### src/rtl/fp32_pkg.sv
// Shared float32 constants and converter FSM encodings for the ADC-to-float feeder.
package fp32_pkg;

  localparam int          FP32_BIAS   = 127;
  localparam int          FP32_MANT_W = 23;
  localparam int          FP32_EXP_W  = 8;
  localparam logic [31:0] FP32_ZERO   = 32'h0000_0000;

  typedef enum logic [1:0] {
    S_IDLE = 2'd0,
    S_ABS  = 2'd1,
    S_NORM = 2'd2,
    S_OUT  = 2'd3
  } conv_state_t;

endpackage

### src/rtl/sync_fifo.sv
// Single-clock FIFO with registered occupancy; a push while full is rejected even if a pop coincides.
module sync_fifo #(
  parameter int WIDTH = 24,
  parameter int DEPTH = 4
) (
  input  logic             clk,
  input  logic             rst_n,
  input  logic             push,
  input  logic             pop,
  input  logic [WIDTH-1:0] din,
  output logic [WIDTH-1:0] dout,
  output logic             full,
  output logic             empty
);

  localparam int AW = $clog2(DEPTH);

  logic [WIDTH-1:0] mem [DEPTH];
  logic [AW-1:0]    wr_ptr;
  logic [AW-1:0]    rd_ptr;
  logic [AW:0]      count;
  logic             push_ok;
  logic             pop_ok;

  assign full    = (count == (AW+1)'(DEPTH));
  assign empty   = (count == '0);
  assign push_ok = push && !full;
  assign pop_ok  = pop && !empty;
  assign dout    = mem[rd_ptr];

  always_ff @(posedge clk) begin
    if (push_ok) mem[wr_ptr] <= din;
  end

  // Pointers wrap naturally because DEPTH is a power of two.
  always_ff @(posedge clk or negedge rst_n) begin
    if (!rst_n) begin
      wr_ptr <= '0;
      rd_ptr <= '0;
      count  <= '0;
    end else begin
      if (push_ok) wr_ptr <= wr_ptr + AW'(1);
      if (pop_ok)  rd_ptr <= rd_ptr + AW'(1);
      case ({push_ok, pop_ok})
        2'b10:   count <= count + (AW+1)'(1);
        2'b01:   count <= count - (AW+1)'(1);
        default: count <= count;
      endcase
    end
  end

endmodule

### src/rtl/adc_to_float_feeder.sv
// Buffers signed 24-bit ADC samples and converts each one exactly to float32 scaled by 2^-SCALE_EXP.
module adc_to_float_feeder
  import fp32_pkg::*;
#(
  parameter int FIFO_DEPTH = 4,
  parameter int SCALE_EXP  = 0
) (
  input  logic        i_CLK,
  input  logic        i_RSTN,
  input  logic [23:0] i_ADC_DATA,
  input  logic        i_ADC_DATA_VALID,
  output logic        o_ADC_DATA_READY,
  output logic [31:0] o_X_DATA,
  output logic        o_X_DATA_VALID,
  input  logic        i_X_DATA_READY,
  output logic [7:0]  o_DROP_CNT
);

  logic               fifo_full;
  logic               fifo_empty;
  logic               fifo_push;
  logic               fifo_pop;
  logic [23:0]        fifo_dout;

  conv_state_t        state;
  logic signed [23:0] work;
  logic               sign;
  logic [23:0]        mag;
  logic               zflag;
  logic [4:0]         shift;

  // |-2^23| = 0x800000 still fits once read back as unsigned.
  function automatic logic [23:0] abs_mag(input logic signed [23:0] x);
    return x[23] ? $unsigned(-x) : $unsigned(x);
  endfunction

  // The 24-bit magnitude fills the significand exactly, so no rounding is needed.
  function automatic logic [31:0] pack_fp32(input logic s, input logic [4:0] lz,
                                            input logic [23:0] m);
    logic [FP32_EXP_W-1:0] e;
    e = FP32_EXP_W'(FP32_BIAS + FP32_MANT_W - int'(lz) - SCALE_EXP);
    return {s, e, m[FP32_MANT_W-1:0]};
  endfunction

  assign o_ADC_DATA_READY = !fifo_full;
  assign fifo_push        = i_ADC_DATA_VALID && !fifo_full;
  assign fifo_pop         = (state == S_IDLE) && !fifo_empty;

  sync_fifo #(
    .WIDTH (24),
    .DEPTH (FIFO_DEPTH)
  ) u_fifo (
    .clk   (i_CLK),
    .rst_n (i_RSTN),
    .push  (fifo_push),
    .pop   (fifo_pop),
    .din   (i_ADC_DATA),
    .dout  (fifo_dout),
    .full  (fifo_full),
    .empty (fifo_empty)
  );

  always_ff @(posedge i_CLK or negedge i_RSTN) begin
    if (!i_RSTN) begin
      o_DROP_CNT <= '0;
    end else if (i_ADC_DATA_VALID && fifo_full && (o_DROP_CNT != 8'hFF)) begin
      o_DROP_CNT <= o_DROP_CNT + 8'd1;
    end
  end

  // Normaliser datapath; only ever consumed in states reached after a pop.
  always_ff @(posedge i_CLK) begin
    case (state)
      S_IDLE: if (!fifo_empty) work <= signed'(fifo_dout);
      S_ABS: begin
        sign  <= work[23];
        mag   <= abs_mag(work);
        zflag <= (work == '0);
      end
      S_NORM: if (!zflag && !mag[23]) mag <= mag << 1;
      default: ;
    endcase
  end

  always_ff @(posedge i_CLK or negedge i_RSTN) begin
    if (!i_RSTN) begin
      state          <= S_IDLE;
      shift          <= '0;
      o_X_DATA       <= FP32_ZERO;
      o_X_DATA_VALID <= 1'b0;
    end else begin
      case (state)
        S_IDLE: if (!fifo_empty) state <= S_ABS;
        S_ABS: begin
          shift <= '0;
          state <= S_NORM;
        end
        S_NORM: begin
          if (zflag) begin
            o_X_DATA       <= FP32_ZERO;
            o_X_DATA_VALID <= 1'b1;
            state          <= S_OUT;
          end else if (!mag[23]) begin
            shift <= shift + 5'd1;
          end else begin
            o_X_DATA       <= pack_fp32(sign, shift, mag);
            o_X_DATA_VALID <= 1'b1;
            state          <= S_OUT;
          end
        end
        S_OUT: begin
          if (i_X_DATA_READY) begin
            o_X_DATA_VALID <= 1'b0;
            state          <= S_IDLE;
          end
        end
        default: state <= S_IDLE;
      endcase
    end
  end

endmodule

### config.mk
export PLATFORM = sky130hd
export DESIGN_NAME = adc_to_float_feeder
export DESIGN_NICKNAME = d
export VERILOG_FILES = /design/src/rtl/fp32_pkg.sv /design/src/rtl/sync_fifo.sv /design/src/rtl/adc_to_float_feeder.sv
export SDC_FILE = /design/constraint.sdc
export NUM_CORES = 1
export LEC_CHECK = 0
export BUFFER_PORTS_ARGS = -buffer_cell sky130_fd_sc_hd__clkbuf_2
export CORE_AREA = 3 3 150 152
export DETAILED_ROUTE_END_ITERATION = 7
export DIE_AREA = 0 0 153 155
export PLACE_DENSITY = 0.58
export SLEW_MARGIN = 15
export SYNTH_ARGS = -nofsm -noshare
export SYNTH_HDL_FRONTEND = slang
export SYNTH_SLANG_ARGS = --single-unit
### constraint.sdc
create_clock -name i_CLK -period 9.6 [get_ports i_CLK]
set_input_delay 1.92 -clock i_CLK [delete_from_list [all_inputs] [get_ports i_CLK]]
set_output_delay 1.92 -clock i_CLK [all_outputs]
set_load 0.005 [all_outputs]
==> impl_metrics.py <==
metrics = {
    "sta": {
        "tns_ps": 0,
        "slew_headroom_pct": 38.2,
        "maxSlewViolCount": 0,
        "timing.fmax_mhz": 304,
        "fin_crit_ps": 3290,
        "tightest_slew_ps": 927,
        "grt_setup_unrepaired": "no",
        "min_period_over_period_pct": 34.3,
        "setup_viol": 0,
        "finalHoldViolations": 0,
        "clock_skew_ps": 12.6,
    },
    "power": {
        "peakVddDrop_mv": 0.173,
        "clkPwrFrac_pct": 24.2,
        "finalPower_uw": 3220,
        "p_leak_uw": 0.00367,
        "switching_share_pct": 32.5,
        "p_switching_uw": 1050,
        "p_int_uw": 2180,
        "powerDensity_nw_per_um2": 330,
        "pwr-share-seq_pct": 46.6,
        "comb_power_share_pct": 29.2,
    },
    "critical_path": {
        "worstReg2RegEnd": "mag[13]",
        "worstSetupPathType": "flip-flop to output pin",
        "worstPathRequired_ps": 7680,
        "crit_fanout": 6,
        "worst_r2r_path_depth": 4,
        "reg2reg_slack_ps": 7020,
        "critPathCaptureType": "output pin",
        "start_kind": "flip-flop",
        "cp.arrival_ps": 1370,
        "reg2reg_from": "work[6]",
    },
    "drt": {
        "dr.pass1.iters": 5,
        "post_drt_wl_per_cell_um": 16.1,
        "drt_first_iter_violations": 329,
        "antenna_left": 0,
        "vias_per_cell": 5.05,
        "wl_mm": 15.3,
        "drc": 0,
        "vias": 4784,
    },
    "die": {
        "coreArea_um2": 21200,
        "die_w_um": 153,
        "start_util_pct": 40.0,
        "io-pin-count": 70,
        "rows": 53,
        "die_h_um": 155,
        "die-area_um2": 23700,
    },
    "outcome": {
        "status": "completed",
    },
    "synthesis": {
        "ys_seq_area_share_pct": 68.1,
        "ys_ff_latch": 201,
        "netlist_instances": 589,
        "async_flop_share_pct": 27.4,
        "synth_edf_count": 146,
        "yosysTopAreaCell": "edfxtp_1",
        "ys_top_cells_by_area": "edfxtp_1 52%, dfrtp_1 16%, mux4_2 6.4%",
        "yosys_warnings": 0,
        "syn_avg_cell_area_um2": 14.4,
        "synth.distinct_cells": 48,
        "syn_nets": 631,
        "synth_top_area_share_pct": 51.8,
        "syn_area_um2": 8460,
        "ys.flop_type": "edfxtp_1",
    },
    "clock_network": {
        "clkTransAtPathRegs_ps": 60,
        "clk_latency_ps": 500,
        "cts_buffer_depth": 3,
        "cts_setup_buffers": 0,
        "cts_tree": "built",
        "postCtsHoldBufs": 0,
        "numCtsBuffers": 22,
        "cts_resized": 0,
        "htreeDepth": 1,
        "cts-root-buf": "clkbuf_16",
        "cts_sinks": 201,
    },
    "placed_design": {
        "io_buffers": 69,
        "dp.cells": 909,
        "place_hpwl_mm": 10.1,
        "routabilityCongestion": 0.755,
        "post_dp_cell_area_um2": 9100,
    },
    "layout": {
        "final_area_um2": 9780,
        "antenna_cells": 0,
        "finalNonFillerCells": 948,
        "area_delta_synth_final_pct": 15.6,
        "mostFrequentLayoutCells": "146 x edfxtp_1, 69 x clkbuf_2, 60 x nand2_1",
        "fin_nets": 700,
        "drive_gt1_share_pct": 21.5,
        "final_common_cell": "edfxtp_1",
    },
    "worst_hold_path": {
        "holdPathStages": 2,
        "holdCritStartpoint": "o_X_DATA[1]",
        "hold_path.class": "flip-flop to flip-flop",
        "holdPathEnd": "o_X_DATA[1]",
    },
    "global_route": {
        "overflow": 0,
        "grt_pass1_vias": 4788,
        "grt_pass1_wl_mm": 25.4,
        "track_usage_pct": 13.1,
        "antenna_found_initial": 0,
        "grt_max_degree": 68,
    },
    "job": {
        "maxCapViolations": 0,
    },
}
area by class of cell:
type	count	area, um^2
inverter	17	63.8
clock buffer	33	643
multi-input combinational	337	2510
tap	275	344
clock inverter	6	36.3
sequential	201	5760
timing repair buffer	79	420
fill	1875	11400
critical path, cell delays in order (launching register included):
cell and delay [ps]:
dfrtp_1 420, nor2_1 160, nand2_1 140, clkbuf_2 150
logic make-up after synthesis:
| family | share of synthesized area (%) |
|---|---|
| and+or+nand+nor | 10.6 |
| AOI/OAI and AO/OA | 6.59 |
| xor gates and xnor gates | 2.90 |
| buffers and inverters | 2.45 |
| DFF | 68.1 |
| adders and majority gates | 2.16 |
| muxes | 7.29 |
power by group through the flow:
stage	clock network, uW	logic, uW	registers, uW
2_1_floorplan	0	714	1440
3_3_place_gp	0	931	1510
3_5_place_dp	0	963	1520
4_1_cts	803	967	1510
5_1_grt	842	1070	1540
6_report	781	940	1500
layer usage:
metal	part of all wire (%)	GRT usage [%]	vias to the layer above
met5	0	0	-
met2	46	21.0	114
met1	46	18.5	2318
met4	2.1	3.31	0
li1	-	-	2330
met3	5.3	2.53	22
state kept, by name (all words and copies together), names as in the netlist:
signal	flops
o_DROP_CNT	8
u_fifo.wr_ptr	2
u_fifo.mem	96
u_fifo.count	3
sign	1
o_X_DATA	32
u_fifo.rd_ptr	2
zflag	1
o_X_DATA_VALID	1
work	24
state	2
mag	24
shift	5
stage by stage:
stage	hold slack, ps	utilization (%)	setup WS [ps]
5_1_grt	512	46.2	6210
4_1_cts	488	46.2	6280
2_1_floorplan	448	-	6430
3_3_place_gp	461	43.0	6250
6_report	477	46.2	6310
3_5_place_dp	472	43.0	6200
how the worst max path moves through the flow:
stage	from	endpoint	slack [ps]	cells past startpoint
after global routing	u_fifo.count[1]	o_ADC_DATA_READY	6210	3
final	u_fifo.count[0]	o_ADC_DATA_READY	6310	3
after detailed placement	i_ADC_DATA_VALID	u_fifo.count[2]	6200	9
after floorplan	i_ADC_DATA_VALID	u_fifo.count[2]	6430	8
after CTS	u_fifo.count[0]	o_ADC_DATA_READY	6280	3
after global placement	i_ADC_DATA_VALID	u_fifo.count[2]	6250	9
Yosys cell counts (7+ instances only):
cell type  instances
nand3_1           15
nor3_1            10
mux4_2            24
o21ai_0           49
inv_1             17
nand2b_1          33
nor2_1            18
edfxtp_1         146
o31ai_1           11
ha_1              13
xnor2_1           11
dfrtp_1           55
clkbuf_1          26
xor2_1            17
or4_1              7
nand2_1           60
or3_1              7
(Power assumes the default switching activity.)
